==> src/rtl/rst_gen_pkg.sv <==
// rst_gen_pkg: shared state encoding, counter sizing and synchronizer depth for the reset sequencer
package rst_gen_pkg;

    typedef enum logic [1:0] {HOLD, RELEASE, DONE} state_e;

    localparam int SYNC_DEPTH = 2;

    function automatic int cnt_width(input int hold_c, input int gap_c, input int db_c);
        int m;
        m = hold_c > gap_c ? hold_c : gap_c;
        m = db_c > m ? db_c : m;
        return $clog2(m + 1);
    endfunction

endpackage

==> src/rtl/rst_debounce.sv <==
// rst_debounce: passes din to dout only after din has differed from dout for DB_CYCLES consecutive cycles
module rst_debounce
    import rst_gen_pkg::*;
#(
    parameter int DB_CYCLES = 500000
) (
    input  logic clk,
    input  logic rst,
    input  logic din,
    output logic dout
);

    localparam int CW = cnt_width(1, 1, DB_CYCLES);
    localparam logic [CW-1:0] DB_END = CW'(DB_CYCLES - 1);

    logic [CW-1:0] cnt_q, cnt_d;
    logic          dout_q, dout_d;

    // Count consecutive cycles of disagreement; any agreement or a flip restarts the count
    always_comb begin
        cnt_d  = (din == dout_q || cnt_q == DB_END) ? '0 : cnt_q + 1'b1;
        dout_d = (din != dout_q && cnt_q == DB_END) ? din : dout_q;
    end

    // Register the stable-time counter and the filtered level; reset means no request
    always_ff @(posedge clk) begin
        if (rst) begin
            cnt_q  <= '0;
            dout_q <= 1'b0;
        end else begin
            cnt_q  <= cnt_d;
            dout_q <= dout_d;
        end
    end

    assign dout = dout_q;

endmodule

==> src/rtl/rst_seq_gen.sv <==
// rst_seq_gen: merges reset requests, holds all channels, then releases them in order; RST_DEBOUNCE_EN adds a pushbutton debouncer
module rst_seq_gen
    import rst_gen_pkg::*;
#(
    parameter int N_CH           = 4,
    parameter int HOLD_CYCLES    = 1000,
    parameter int GAP_CYCLES     = 16,
    parameter bit EXT_ACTIVE_LOW = 1'b1,
    parameter int DB_CYCLES      = 500000
) (
    input  logic            clk,
    input  logic            rst,
    input  logic            ext_rst_req,
    input  logic            sw_rst_req,
    output logic [N_CH-1:0] rst_out,
    output logic            rst_done,
    output logic            busy
);

    localparam int CW = cnt_width(HOLD_CYCLES, GAP_CYCLES, DB_CYCLES);
    localparam int IW = $clog2(N_CH + 1);
    localparam logic [CW-1:0] HOLD_END = CW'(HOLD_CYCLES - 1);
    localparam logic [CW-1:0] GAP_END  = CW'(GAP_CYCLES - 1);
    localparam logic [IW-1:0] LAST     = IW'(N_CH - 1);
    localparam logic          IDLE_LVL = EXT_ACTIVE_LOW;

    logic [SYNC_DEPTH-1:0] sync_q;
    logic                  ext_raw, ext_req, req;
    logic                  rst_dly_q;
    state_e                state_q, state_d;
    logic [CW-1:0]         cnt_q, cnt_d;
    logic [IW-1:0]         idx_q, idx_d;
    logic [N_CH-1:0]       rst_out_q, rst_out_d;
    logic                  rst_done_q, rst_done_d;
    logic                  busy_q, busy_d;

    // Bring the pushbutton into the clock domain, parked at its inactive level on reset
    always_ff @(posedge clk) begin
        if (rst) sync_q <= {SYNC_DEPTH{IDLE_LVL}};
        else     sync_q <= {sync_q[SYNC_DEPTH-2:0], ext_rst_req};
    end

    assign ext_raw = sync_q[SYNC_DEPTH-1] ^ IDLE_LVL;

`ifdef RST_DEBOUNCE_EN
    rst_debounce #(.DB_CYCLES(DB_CYCLES)) u_debounce (
        .clk  (clk),
        .rst  (rst),
        .din  (ext_raw),
        .dout (ext_req)
    );
`else
    assign ext_req = ext_raw;
`endif

    // The edge right after rst drops still behaves as reset, so counting starts one edge later
    assign req = rst_dly_q | ext_req | sw_rst_req;

    // Sequencer: any request restarts the hold; otherwise count the hold, then peel channels off from bit 0
    always_comb begin
        state_d    = state_q;
        cnt_d      = cnt_q;
        idx_d      = idx_q;
        rst_out_d  = rst_out_q;
        rst_done_d = rst_done_q;
        if (req) begin
            state_d    = HOLD;
            cnt_d      = '0;
            idx_d      = '0;
            rst_out_d  = '1;
            rst_done_d = 1'b0;
        end else begin
            case (state_q)
                HOLD: begin
                    cnt_d = (cnt_q == HOLD_END) ? '0 : cnt_q + 1'b1;
                    if (cnt_q == HOLD_END) begin
                        rst_out_d  = rst_out_q << 1;
                        rst_done_d = (N_CH == 1);
                        state_d    = (N_CH == 1) ? DONE : RELEASE;
                    end
                end
                RELEASE: begin
                    cnt_d = (cnt_q == GAP_END) ? '0 : cnt_q + 1'b1;
                    if (cnt_q == GAP_END) begin
                        idx_d      = idx_q + 1'b1;
                        rst_out_d  = rst_out_q << 1;
                        rst_done_d = (idx_d == LAST);
                        state_d    = (idx_d == LAST) ? DONE : RELEASE;
                    end
                end
                default: ;
            endcase
        end
        busy_d = ~rst_done_d;
    end

    // State and output registers
    always_ff @(posedge clk) begin
        if (rst) begin
            rst_dly_q  <= 1'b1;
            state_q    <= HOLD;
            cnt_q      <= '0;
            idx_q      <= '0;
            rst_out_q  <= '1;
            rst_done_q <= 1'b0;
            busy_q     <= 1'b1;
        end else begin
            rst_dly_q  <= 1'b0;
            state_q    <= state_d;
            cnt_q      <= cnt_d;
            idx_q      <= idx_d;
            rst_out_q  <= rst_out_d;
            rst_done_q <= rst_done_d;
            busy_q     <= busy_d;
        end
    end

    assign rst_out  = rst_out_q;
    assign rst_done = rst_done_q;
    assign busy     = busy_q;

endmodule

==> config.mk <==
export PLATFORM = sky130hd
export DESIGN_NAME = rst_seq_gen
export DESIGN_NICKNAME = d
export VERILOG_FILES = /design/src/rtl/rst_gen_pkg.sv /design/src/rtl/rst_debounce.sv /design/src/rtl/rst_seq_gen.sv
export SDC_FILE = /design/constraint.sdc
export NUM_CORES = 1
export LEC_CHECK = 0
export BUFFER_PORTS_ARGS = -buffer_cell sky130_fd_sc_hd__clkbuf_2
export CORE_AREA = 2 2 78 87
export DETAILED_ROUTE_END_ITERATION = 6
export DIE_AREA = 0 0 80 89
export GPL_TIMING_DRIVEN = 0
export HOLD_SLACK_MARGIN = 0.1
export PLACE_DENSITY = 0.46
export SYNTH_ARGS = -nofsm -noshare
export SYNTH_HDL_FRONTEND = slang
export SYNTH_SLANG_ARGS = --single-unit
export TNS_END_PERCENT = 5
==> constraint.sdc <==
create_clock -name clk -period 2.1 [get_ports clk]
set_input_delay 0 -clock clk [delete_from_list [all_inputs] [get_ports clk]]
set_output_delay 0 -clock clk [all_outputs]
set_load 0.005 [all_outputs]
Word level (Yosys, flattened, before mapping)
Index checks and enable logic that the tools add are counted.
{"block": "totals", "register_bits": 33, "output_inout_bits": 6, "word_cells": 40}
{"block": "op_classes", "addsub": 2, "mux": 15, "n_eq_ne": 6, "n_reduce_logical": 5, "bitwise_logic": 4}
{"cell": "2-to-1 mux 19 bit", "count": 2}
{"cell": "case mux 19 bit (2 select lines)", "count": 1}
{"cell": "adder 19 x 1 -> 19 bit, second input constant", "count": 1}
{"cell": "equality test 19 x 10 -> 1 bit, second input constant", "count": 1}
{"cell": "equality test 19 x 4 -> 1 bit, second input constant", "count": 1}
{"cell": "2-to-1 mux 4 bit", "count": 2}
{"cell": "case mux 4 bit (2 select lines)", "count": 1}
{"cell": "2-to-1 mux 2 bit", "count": 3}
{"cell": "2-to-1 mux 1 bit", "count": 4}
{"cell": "inequality test 2 bit, second input constant", "count": 2}
{"cell": "case mux 2 bit (2 select lines)", "count": 1}
{"cell": "adder 3 x 1 -> 3 bit, second input constant", "count": 1}
{"cell": "equality test 3 x 2 -> 1 bit, second input constant", "count": 1}
{"cell": "AND reduction 3 bit", "count": 1}
{"cell": "equality test 2 x 1 -> 1 bit, second input constant", "count": 1}
{"cell": "zero test 2 bit", "count": 1}
{"cell": "NOT 1 bit", "count": 2}
{"cell": "bitwise OR 1 bit", "count": 2}
{"cell": "case mux 1 bit (2 select lines)", "count": 1}
{"cell": "AND reduction 2 bit", "count": 1}
{"cell": "nonzero test 2 bit", "count": 1}
{"cell": "OR reduction 2 bit", "count": 1}

Depth between registers and ports, before layout
{"block": "logic_depth", "word_depth": 6, "depth_mapped": 8}

Worst setup path before layout
No wires, ideal clock.
{"block": "synth_timing", "path_kind": "register to register", "startpoint": "reg cnt_q[0]", "endpoint": "reg rst_done_q, in the netlist rst_done", "setup_slack_ps": 445, "n_path_buf": 0, "setup_ps": 115, "stages_incl_launch_ff": 6, "t_arrival_ps": 1540, "required_time_ps": 1985, "cell_sequence": "dfxtp_1 ha_1 nor4bb_1 nand4_4 and2_1 o21a_1"}
{"block": "synth_between", "elab_chain_cells": 4}
{"element": "from (decl)", "line_no": "rst_seq_gen.sv:31", "source": "logic [CW-1:0] cnt_q, cnt_d;"}
{"element": "from (signal assigned)", "line_no": "rst_seq_gen.sv:110", "source": "cnt_q <= cnt_d;"}
{"element": "equality test 19 x 4 -> 1 bit or equality test 19 x 10 -> 1 bit (tied branches)", "line_no": "rst_seq_gen.sv:84, rst_seq_gen.sv:76"}
{"element": "2-to-1 mux 1 bit (on tied branches)", "line_no": "rst_seq_gen.sv:84, rst_seq_gen.sv:76"}
{"element": "case mux 1 bit (2 select lines) *", "line_no": "rst_seq_gen.sv:73", "source": "case (state_q)"}
{"element": "2-to-1 mux 1 bit *", "line_no": "rst_seq_gen.sv:66", "source": "if (req) begin"}
{"element": "to (signal assigned)", "line_no": "rst_seq_gen.sv:113", "source": "rst_done_q <= rst_done_d;"}
{"element": "to (decl)", "line_no": "rst_seq_gen.sv:34", "source": "logic rst_done_q, rst_done_d;"}
Mark *: on every way between the ends. The rest lies on a longest branch, timed or not.
A chain may end at the register's enable or synchronous reset.

Final worst setup path
{"block": "layout_timing", "startpoint": "reg cnt_q[0]", "endpoint": "reg cnt_q[0]"}
{"block": "layout_between", "elab_chain_cells": 3}
{"element": "adder 19 x 1 -> 19 bit (tied with other cells)", "line_no": "rst_seq_gen.sv:75, rst_seq_gen.sv:83"}
{"element": "2-to-1 mux 19 bit (on tied branches)", "line_no": "rst_seq_gen.sv:83, rst_seq_gen.sv:75"}
{"element": "case mux 19 bit (2 select lines) *", "line_no": "rst_seq_gen.sv:73"}
Marked as above.

==> flow_summary.ini <==
[status]
status = finished clean

[finish]
final_nets = 184
layout_commonest_cell = dfxtp_1
areaGrowthSynthToFinish_pct = 19.97
n_antenna_cell = 0
fin_cells = 258
final_cell_mix = dfxtp_1 (33), nor2_1 (24), xor2_1 (14)
drive_gt1_frac = 0.1798
fillers = 682
stdcell_area_mm2 = 0.001827

[synthesis]
ys_seq_elements = 33
async_flop_share = 0
syn-num-nets = 165
synth_warnings = 0
synth.distinct_cells = 41
syn-cell-area_mm2 = 0.001523
ys.flop_type = dfxtp_1
netlist_instances = 158
seq_area_frac_synth = 0.4339
synth_edf_count = 0
syn-mean-instance-area_um2 = 9.637

[worst_setup_path]
setup.worst_path.class = reg2reg
reg2reg_slack_ns = 0.27
r2r_cells = 6
cp.required_ns = 2.28
path_buf_inv = 1
crit_path_max_fanout = 10
end_kind = register
crit_slowest_cell = nor4bb_1
crit_chain = ha_1 > nor4bb_1 > nand4_4 > nand2_4 > buf_6 > nor2_1
critPathTopFamily = simple AND/OR/NAND/NOR gates
r2r_start = cnt_q[0]
cp_slowest_stage_delay_ns = 0.47
critPathLaunchType = register
setup.worst_path.start = cnt_q[0]
timing.rr.end = cnt_q[0]
cp.arrival_ns = 2.01

[cts]
clkSlewWorstSetupHoldPaths_ns = 0.07
cts_buffer_depth = 2
cts_setup_buffers = 0
h-tree-depth = 2
cts_buffers = 5
cts-root-buf = clkbuf_8
clkSinkCount = 33
clk_latency_ns = 0.28
cts_tree = yes

[global_route]
grt_overflow_total = 0
antenna_found_initial = 0
grt_pass1_wl_um = 5112
grt_pass1_vias = 1108
grt_usage = 0.09394
met2_usage = 0.1583
grtUsageMet3 = 0.03333
busiest_layer = met2
grt_util_met1 = 0.1064
grt_max_degree = 11

[power]
finalPower_mw = 1.269
p_leak_nw = 0.6226
cell_internal_pwr_mw = 1.028
seq_power_share = 0.498
clkPwrFrac = 0.484
p_switching_uw = 241.1
p_per_area_mw_per_mm2 = 694.8
p_sw_frac = 0.1899
vdd_drop_max_mv = 0.5590
p_comb_frac = 0.019

[sta]
fmax_ghz = 0.5472
slew_viol_final = 0
final-hold-violation-count = 0
worst_pin_slew_ns = 0.6366
period_needed_ns = 1.827
skew_ns = 0.004815
fin_crit_sh = 0.8702
rsz0062_at_grt = no
relSlewSlack = 0.5696
tns_ns = 0
setup_violations = 0
hold-worst-slack_ns = 0.4142

[floorplanning]
core-area_mm2 = 0.006156
rows = 30
start_util = 0.2474
dieArea_mm2 = 0.007120
io_pins = 10
fp.dieW_um = 80
die_h_um = 89

[route]
drt_iter0_drc = 41
vias = 1114
post-route-drc-count = 0
vias_per_cell = 4.318
wl_per_cell_um = 11.33
wirelength_um = 2924
postRouteAntennaNets = 0
first_pass_iters = 4

[placement]
placed_cells = 247
post-dp-hpwl_um = 2104
port_buffers = 9
dpl_cell_area_mm2 = 0.001668
place.gp.congestion = 0.7278

[min_path]
min_to = sync_q[1]
hp-start = sync_q[0]
whs_path_depth = 1
holdCritPathClass = reg2reg

[flow_run]
cap_violations = 0
[final cells by class]
class	count	area (µm²)	share of cell area
buffer	5	37.54	0.02055
clock buffer	7	86.33	0.04726
clock inverter	1	30.03	0.01644
inverter	2	7.507	0.004110
multi-input combinational	118	829.5	0.4541
sequential	33	660.6	0.3616
tap	80	100.1	0.05479
timing repair buffer	12	75.07	0.04110
[what timing repair did]
action | CTS | global route
setup endpoints to repair | 0 | 3
endpoints found under the hold margin | 7 | 0
hold buffers | 3 | 0
gates resized for setup | 0 | 2
[flip-flops by register name (all words and copies together) (netlist names)]
name and cells:
cnt_q 19, rst_out 4, idx_q 3, state_q 2, sync_q 2, busy 1, rst_dly_q 1, rst_done 1
[cells by family after synthesis]
logic type      Yosys count  share of synthesized area
mux                       3                    0.01972
compound gates            9                    0.04108
simple gates             82                     0.3303
buf+inv                   7                    0.02958
fa+ha+maj                 3                    0.02465
flops                    33                     0.4339
xor+xnor                 21                     0.1208
[metal layers]
| metal | vias to the layer above | wire, µm |
|---|---|---|
| met1 | 508 | 1346 |
| li1 | 586 | - |
| met5 | - | 0 |
| met4 | 0 | 54 |
| met3 | 7 | 97 |
| met2 | 13 | 1426 |
[stage by stage]
stage,worst slack (ns),util
finish,0.2725,0.2967
global placement,0.2307,0.2709
detailed placement,0.2240,0.2709
global route,0.07284,0.2967
floorplan,0.4449,-
CTS,0.2128,0.2947
[worst register-to-register path: cells and delay by family, from the launching register on]
| family | cells | cell delay, ns |
|---|---|---|
| adder cells (fa/ha/maj) | 1 | 0.24 |
| AND/OR/NAND/NOR | 4 | 0.93 |
| flip-flops | 1 | 0.40 |
| buffers and inverters | 1 | 0.16 |
[Yosys cell counts (2+ instances only)]
| library cell | instances | area share |
|---|---|---|
| and2_1 | 3 | 0.012 |
| and4_1 | 4 | 0.023 |
| inv_1 | 2 | 0.0049 |
| nand2_1 | 10 | 0.025 |
| buf_2 | 3 | 0.0099 |
| a21oi_1 | 3 | 0.0099 |
| mux2i_1 | 3 | 0.020 |
| xor2_1 | 14 | 0.081 |
| nand4_1 | 6 | 0.025 |
| nor4b_1 | 3 | 0.017 |
| nand3_1 | 4 | 0.013 |
| and3_1 | 2 | 0.0082 |
| nor2_1 | 24 | 0.059 |
| nor3_1 | 3 | 0.0099 |
| dfxtp_1 | 33 | 0.43 |
| o21ai_0 | 2 | 0.0066 |
| or2_2 | 2 | 0.0082 |
| buf_6 | 2 | 0.015 |
| xnor2_1 | 7 | 0.040 |
| nand4b_1 | 2 | 0.012 |
| nor4_1 | 4 | 0.016 |
| ha_1 | 3 | 0.025 |
[power by group through the flow]
stage | clock network (mW) | registers, mW | logic, mW
after floorplan | 0 | 0.645 | 0.0129
after global placement | 0 | 0.646 | 0.0201
after detailed placement | 0 | 0.646 | 0.0201
after CTS | 0.636 | 0.631 | 0.0243
after global routing | 0.661 | 0.631 | 0.0264
final | 0.614 | 0.631 | 0.0237
[worst max path at each step]
stage | endpoint | slack [ns] | depth (start not counted)
2_1_floorplan | rst_done | 0.44 | 5
3_3_place_gp | rst_out[2] | 0.23 | 7
3_5_place_dp | rst_out[2] | 0.22 | 7
4_1_cts | rst_out[2] | 0.21 | 7
5_1_grt | cnt_q[0] | 0.07 | 6
6_report | cnt_q[0] | 0.27 | 6
(Power assumes the default switching activity.)
